File: config.mk
export PLATFORM = sky130hd
export DESIGN_NAME = counter_monitor
export DESIGN_NICKNAME = d
export VERILOG_FILES = /design/src/rtl/counter_monitor.sv
export SDC_FILE = /design/constraint.sdc
export NUM_CORES = 1
export LEC_CHECK = 0
export CAP_MARGIN = 10
export CORE_AREA = 3 3 79 81
export DETAILED_ROUTE_END_ITERATION = 12
export DIE_AREA = 0 0 82 84
export PLACE_DENSITY_LB_ADDON = 0.08
export SYNTH_ARGS = -nofsm -noshare
export SYNTH_HDL_FRONTEND = slang
export SYNTH_SLANG_ARGS = --single-unit
File: constraint.sdc
create_clock -name clk -period 3.2 [get_ports clk]
set_input_delay 0.48 -clock clk [delete_from_list [all_inputs] [get_ports clk]]
set_output_delay 0.48 -clock clk [all_outputs]
set_load 0.02 [all_outputs]
File: src/rtl/counter_monitor.sv
// ---------------------------------------------------------------------------
// counter_monitor
//
// Passive checker that sits on the consumer side of an up-counter's
// count/overflow interface. Every rising edge it samples the enable it drives
// together with the counter outputs, predicts what the counter should show
// next, and records any divergence. The first failure is captured in detail;
// later failures are only counted. Checked wrap-arounds are counted as well.
//
// Ports
//   clk         in   clock, all state updates on the rising edge
//   reset       in   asynchronous, active-high
//   enable      in   the enable the counter under check sees
//   count       in   [WIDTH-1:0] counter value under check
//   overflow    in   counter overflow flag under check
//   clear_err   in   synchronous; clears error state and resynchronises
//   active      out  1 while tracking (checking every edge)
//   err         out  sticky, set on the first mismatch
//   err_cnt     out  [ERR_W-1:0] mismatching cycles, saturating
//   err_kind    out  [1:0] first error: bit0 count mismatch, bit1 overflow
//   first_exp   out  [WIDTH-1:0] expected count at the first error
//   first_act   out  [WIDTH-1:0] observed count at the first error
//   wrap_count  out  [WRAP_W-1:0] checked wrap-arounds, saturating
//
// State   | meaning
// --------+---------------------------------------------------------------
// S_IDLE  | capture one sample to seed the prediction, no check
// S_TRACK | check every edge against the prediction, capture every edge
// S_HALT  | stopped at an error (STOP_ON_ERROR=1); nothing changes
// ---------------------------------------------------------------------------
module counter_monitor #(
    parameter int WIDTH         = 8,
    parameter int WRAP_W        = 16,
    parameter int ERR_W         = 8,
    parameter bit STOP_ON_ERROR = 1'b0
) (
    input  logic              clk,
    input  logic              reset,
    input  logic              enable,
    input  logic [WIDTH-1:0]  count,
    input  logic              overflow,
    input  logic              clear_err,
    output logic              active,
    output logic              err,
    output logic [ERR_W-1:0]  err_cnt,
    output logic [1:0]        err_kind,
    output logic [WIDTH-1:0]  first_exp,
    output logic [WIDTH-1:0]  first_act,
    output logic [WRAP_W-1:0] wrap_count
);

    localparam logic [WIDTH-1:0]  CNT_MAX  = {WIDTH{1'b1}};
    localparam logic [ERR_W-1:0]  ERR_MAX  = {ERR_W{1'b1}};
    localparam logic [WRAP_W-1:0] WRAP_MAX = {WRAP_W{1'b1}};

    typedef enum logic [1:0] {
        S_IDLE  = 2'd0,
        S_TRACK = 2'd1,
        S_HALT  = 2'd2
    } state_t;

    state_t state;
    state_t state_nxt;

    // previous sample
    logic             p_en;
    logic [WIDTH-1:0] p_cnt;
    logic             p_ovf;

    // prediction and comparison
    logic [WIDTH-1:0] exp_cnt;
    logic             exp_ovf;
    logic             cnt_mis;
    logic             ovf_mis;
    logic             mismatch;
    logic             wrap_hit;
    logic             capture;

    // next values of the registered outputs
    logic              active_nxt;
    logic              err_nxt;
    logic [ERR_W-1:0]  err_cnt_nxt;
    logic [1:0]        err_kind_nxt;
    logic [WIDTH-1:0]  first_exp_nxt;
    logic [WIDTH-1:0]  first_act_nxt;
    logic [WRAP_W-1:0] wrap_count_nxt;

    // -----------------------------------------------------------------------
    // Prediction of the current sample from the previous one. With the
    // enable low the counter must simply hold both count and overflow.
    // -----------------------------------------------------------------------
    always_comb begin
        exp_cnt  = p_en ? (p_cnt + WIDTH'(1)) : p_cnt;
        exp_ovf  = p_en ? (p_cnt == CNT_MAX) : p_ovf;
        cnt_mis  = (count != exp_cnt);
        ovf_mis  = (overflow != exp_ovf);
        mismatch = (state == S_TRACK) && (cnt_mis || ovf_mis);
        // A wrap is only credited when the step that produced it checked clean
        // and no clear is resynchronising the monitor on the same edge.
        wrap_hit = (state == S_TRACK) && p_en && (p_cnt == CNT_MAX)
                   && !mismatch && !clear_err;
        capture  = (state != S_HALT);
    end

    // -----------------------------------------------------------------------
    // State register
    // -----------------------------------------------------------------------
    always_ff @(posedge clk or posedge reset) begin
        if (reset) begin
            state <= S_IDLE;
        end else begin
            state <= state_nxt;
        end
    end

    // -----------------------------------------------------------------------
    // Next-state logic
    // -----------------------------------------------------------------------
    always_comb begin
        state_nxt = state;
        if (clear_err) begin
            state_nxt = S_IDLE;
        end else begin
            case (state)
                S_IDLE:  state_nxt = S_TRACK;
                S_TRACK: begin
                    if (STOP_ON_ERROR && mismatch) begin
                        state_nxt = S_HALT;
                    end
                end
                S_HALT:  state_nxt = S_HALT;
                default: state_nxt = S_IDLE;
            endcase
        end
    end

    // -----------------------------------------------------------------------
    // Output logic: next values of the registered outputs
    // -----------------------------------------------------------------------
    always_comb begin
        active_nxt     = (state_nxt == S_TRACK);
        err_nxt        = err;
        err_cnt_nxt    = err_cnt;
        err_kind_nxt   = err_kind;
        first_exp_nxt  = first_exp;
        first_act_nxt  = first_act;
        wrap_count_nxt = wrap_count;

        if (clear_err) begin
            // clear takes precedence over anything observed on this edge
            err_nxt       = 1'b0;
            err_cnt_nxt   = '0;
            err_kind_nxt  = 2'b00;
            first_exp_nxt = '0;
            first_act_nxt = '0;
        end else if (mismatch) begin
            if (err_cnt != ERR_MAX) begin
                err_cnt_nxt = err_cnt + ERR_W'(1);
            end
            if (!err) begin
                err_nxt       = 1'b1;
                err_kind_nxt  = {ovf_mis, cnt_mis};
                first_exp_nxt = exp_cnt;
                first_act_nxt = count;
            end
        end

        if (wrap_hit && (wrap_count != WRAP_MAX)) begin
            wrap_count_nxt = wrap_count + WRAP_W'(1);
        end
    end

    // -----------------------------------------------------------------------
    // Registers: previous sample and outputs.
    // The previous sample always takes the observed values, even after a
    // mismatch, so a single corrupted sample shows up as two mismatches.
    // -----------------------------------------------------------------------
    always_ff @(posedge clk or posedge reset) begin
        if (reset) begin
            p_en       <= 1'b0;
            p_cnt      <= '0;
            p_ovf      <= 1'b0;
            active     <= 1'b0;
            err        <= 1'b0;
            err_cnt    <= '0;
            err_kind   <= 2'b00;
            first_exp  <= '0;
            first_act  <= '0;
            wrap_count <= '0;
        end else begin
            if (capture) begin
                p_en  <= enable;
                p_cnt <= count;
                p_ovf <= overflow;
            end
            active     <= active_nxt;
            err        <= err_nxt;
            err_cnt    <= err_cnt_nxt;
            err_kind   <= err_kind_nxt;
            first_exp  <= first_exp_nxt;
            first_act  <= first_act_nxt;
            wrap_count <= wrap_count_nxt;
        end
    end

endmodule

### Word level (Yosys, flattened, before mapping)

Cells that the tools add are included.

* add/subtract/negate cells: 3
* equality and inequality tests: 10
* mux-type cells: 18
* reduce and logical (&&, ||, !) cells: 14

Operators with widths (number)
* 8-bit two-way mux: 10
* 16-bit by 1-bit adder with 16-bit output, second input constant: 1
* 8-bit by 1-bit adder with 8-bit output, second input constant: 2
* 16-bit inequality test, second input constant: 1
* 8-bit == test, second input constant: 1
* 2-bit two-way mux: 4
* 8-bit inequality test: 1
* 8-bit inequality test, second input constant: 1
* 1-bit logical AND: 6
* 2-bit case mux with 3 select lines: 1
* 2-bit by 1-bit == test with 1-bit output, second input constant: 2
* 2-bit inequality test, second input constant: 2
* 2-bit AND reduction: 2
* 2-bit nonzero test: 2
* 1-bit two-way mux: 3
* 2-bit == test, second input constant: 1
* 1-bit logical NOT: 2
* 2-bit logical NOT: 1
* 1-bit logical OR: 1
* 1-bit inequality test: 1

* flip-flop bits (word level): 56
* bits of input ports: 13
* output and inout port bits: 44
* word-level logic and storage cells: 56

### Logic depth before layout (Yosys ltp)

* depth after elaboration: 9
* depth in mapped cells: 10
* mapped depth without buffers: 8

### Worst setup path before layout

Ideal clock, no wire load.

* path kind: reg-to-reg
* start: register p_cnt[0]
* end: register wrap_count[1]
* library setup time: 125 ps
* data arrival time: 2316 ps
* required time: 3075 ps
* setup slack: 759 ps
* stages on the path, launching flop included: 9
* path buffers: 0
* clock period less this slack: 2441 ps
* path through: dfrtp_1 ha_1 and3_1 and4_4 xnor2_1 nor4_2 o21ai_2 nor3_2 mux2_2

* longest elaborated chain between the ends: 9
* elaborated cells on any way between the ends: 13
* classes of those cells: add/sub: 1; eq/ne: 3; mux: 2; reduce/logical: 7

Ends and longest elaborated chain
* from (decl): line 67 `logic [WIDTH-1:0] p_cnt;`
* from (signal assigned): line 193 `p_cnt <= count;`
* 8-bit by 1-bit adder with 8-bit output / 8-bit == test (equally long branches): line 93, 94, 100
* 8-bit two-way mux / 1-bit two-way mux (equally long branches): line 93, 94
* 8-bit inequality test / 1-bit inequality test (equally long branches): line 95, 96
* 1-bit logical OR: line 97 `mismatch = (state == S_TRACK) && (cnt_mis || ovf_mis);`
* 1-bit logical AND: line 97
* 1-bit logical NOT: line 101 `&& !mismatch && !clear_err;`
* 1-bit logical AND (*) (2 in a row): line 101
* 1-bit logical AND (*): line 168 `if (wrap_hit && (wrap_count != WRAP_MAX)) begin`
* to (signal assigned): line 202 `wrap_count <= wrap_count_nxt;`
* to (decl): line 49 `output logic [WRAP_W-1:0] wrap_count`

Every way passes the cells marked *; elsewhere a longest branch is shown, timed or not.
A chain may end at the register's enable or synchronous reset.

### Worst setup path after layout

Ends and elaborated chain as after synthesis.

==> results by group <==
Status
  • Outcome: finished, final reports clean

Synth
  • Largest area contributor in the netlist: dfrtp_1
  • Mux contribution to synthesized area: 0.0736
  • Syn Area/Cell: about 11 sq um
  • Top-area cell type share of the netlist area: 0.488
  • Synth Register Bits: 56
  • Simple-gate portion of the synthesized area: 0.194
  • Post-Syn Instances: 265
  • Sequential area share after synthesis: 0.488
  • Synthesized area: 2870 sq um
  • Async SR Flop Fraction: 1.00
  • Synthesized Nets: 281
  • Largest family of logic cells by synthesized area: simple AND/OR/NAND/NOR gates
  • Yosys cell types: 45
  • Number of flops mapped to enable cells by yosys: 0
  • Synthesis Warnings: 0
  • Synthesized-area fraction occupied by adder cells: 0.0131
  • Top cells by area, synth: dfrtp_1, xnor2_1, xor2_1
  • Dominant synthesized flop cell: dfrtp_1
  • Synth Area in Compound Gates: 0.0901
  • XOR/XNOR Fraction of Synth Area: 0.118

Floorplan
  • Site Rows: 27
  • DIE AREA: 6890 sq um
  • CORE AREA: 5540 sq um
  • IO Count: 57
  • Initial Util: 0.519
  • Die height: 84 um
  • Chip width: 82 um

Layout
  • Final core utilization: 0.654
  • Most frequent cells in the layout: dfrtp_1, clkdlybuf4s50_1, nor2_1
  • P&R area growth vs syn: 26.1%
  • Fill cells: between 400 and 500
  • Post-route insts no fill: 397
  • Net count, final: 340
  • Share of layout cells above drive strength 1: 0.111
  • Antenna Cells: 0

Pwr
  • PwrDens: 380 nW/um^2
  • Peak VDD IR: roughly 0.19 mV
  • Leak Pwr: 1.56 nW

Setup path
  • Worst EP required: 3.40 ns
  • Crit path kind: reg -> reg
  • Crit start category: flop
  • Stages on worst setup path: 8
  • CP Capture Type: flop
  • Worst R2R Path Depth: 8
  • Critical path cell sequence: ha_1 -> and3_1 -> and4_4 -> xnor2_1 -> nor4_2 -> o21ai_2 -> nor3_2 -> mux2_2
  • Crit-path slowest cell: nor4_2
  • Worst-path fanout max: 7
  • Worst Path Buf+Inv: 0
  • Worst Setup SP: p_cnt[0]$_DFFE_PP0P_
  • Critical path's largest stage delay: about 0.51 ns
  • Reg2reg start: p_cnt[0]$_DFFE_PP0P_
  • Crit-path leading delay family: simple AND/OR/NAND/NOR gates
  • WP data arrival: 3.02 ns

GRT
  • Initial antenna violation count: 0
  • Pin count of the biggest net entering global routing: 32
  • Total track usage: 0.190
  • Grt ovf: 0
  • First-pass GRT wire length: 10.3 mm
  • Vias in the first global route: 2128

Clock tree
  • TritonCTS Buffers: 5
  • CTS tree: yes
  • H-tree depth: 2
  • CTS hold repair buffers: 0
  • Post-CTS Setup Inserts: 0
  • Clock Latency Late Sink: 0.31 ns
  • CTS resizes: 0
  • CTS clock-pin slew for the worst setup and hold paths: 0.10 ns
  • Sink Count: 56
  • Maximum buffer depth of the clock tree: 2
  • Root buf cell: clkbuf_8

Drt
  • Routed Wire Length: 6.10 mm
  • Vias: 2172
  • Via-to-Cell Ratio: 5.47
  • DRT Pass-1 Iters: 4
  • WL/cell: ~15 um
  • DR DRC count: 0
  • Iter 0 DRT Violations: 125
  • DRT antenna net count: 0

Timing
  • Slew at the pin with the worst max-slew slack: 0.620 ns
  • Max-slew violations: 0
  • RSZ-0062 raised after global routing: false
  • Final worst-path cycle share: 0.881
  • WHS: 0.500 ns
  • TNS Setup: 0 ns
  • Setup Skew: 0.00662 ns
  • Setup-failing EPs final: 0
  • Max Fclk: 355 MHz
  • Slew margin rel.: 0.586
  • Setup WS post-layout: 0.382 ns
  • Tmin final: 2.82 ns
  • Fin. Hold Viols: 0

Placed design
  • Place WS: 0.299 ns
  • Dpl hpwl: between 4 and 5 mm
  • Port bufs: 56
  • Placed Instances: between 300 and 400
  • Final GP Congestion: 0.793

Job
  • Max-Cap Viols: 0

Worst hold path
  • Worst Hold Class: in -> async
[routing by layer]
layer / up-vias / routed length, um / global-route usage / share of wire
met4: 0 / 65 / 0.0544 / 0.011
met3: 8 / 247 / 0.0335 / 0.040
met1: 1039 / 3070 / 0.291 / 0.50
li1: 1065 / - / - / -
met2: 60 / 2710 / 0.275 / 0.44
met5: - / 0 / 0 / 0
[stage by stage]
step	total power, mW	cell area (sq um)
floorplan	0.906	2870
global placement	0.992	3530
detailed placement	0.997	3530
CTS	1.40	3620
global route	1.44	3620
finish	1.38	3620
[cells by family (layout without fill, tap and decap cells)]
family          count (synthesis)  in the layout
compound gates                 34             34
simple gates                  100            100
fa+ha+maj                       3              3
buf+inv                        15             75
xor+xnor                       37             37
mux                            20             20
flops                          56             56
[power by group]
part	total, mW	leakage (nW)	internal (mW)	switching [mW]
clock network	0.398	0.0455	0.177	0.220
logic	0.220	0.783	0.102	0.118
registers	0.761	0.734	0.734	0.0265
total	1.38	1.56	1.01	0.365
[flip-flops by register name (all words and copies together) (netlist names), 2 cells and up]
name and flops:
wrap_count 16, first_exp 8, err_kind 2, p_cnt 8, first_act 8, err_cnt 8, state 2
[final timing paths]
check	endpoint	slack, ns
setup / recovery	wrap_count[1]$_DFFE_PP0P_	0.38
hold / removal	wrap_count[13]$_DFFE_PP0P_	0.50
setup reg to reg	wrap_count[1]$_DFFE_PP0P_	0.38
hold reg to reg	active$_DFF_PP0_	0.50
max in group asynchronous	err_cnt[2]$_DFFE_PP0P_	2.07
min in group clk	active$_DFF_PP0_	0.50
[Yosys cell counts, drive strengths merged (6+ instances only)]
cell,instances
nor2,33
a211oi,10
mux2i,11
o21ai,7
nor4,11
nand3,6
xnor2,21
mux2,9
nand4,9
xor2,15
nand2,17
dfrtp,56
and3,6
[final cells by class]
type	count	area (sq um)	share of cell area
inverter	5	18.8	0.00518
sequential	56	1400	0.387
timing repair buffer	62	606	0.167
clock buffer	8	90.1	0.0249
multi-input combinational	194	1420	0.391
tap	72	90.1	0.0249
Note: power is estimated with default switching activity, not from simulation.
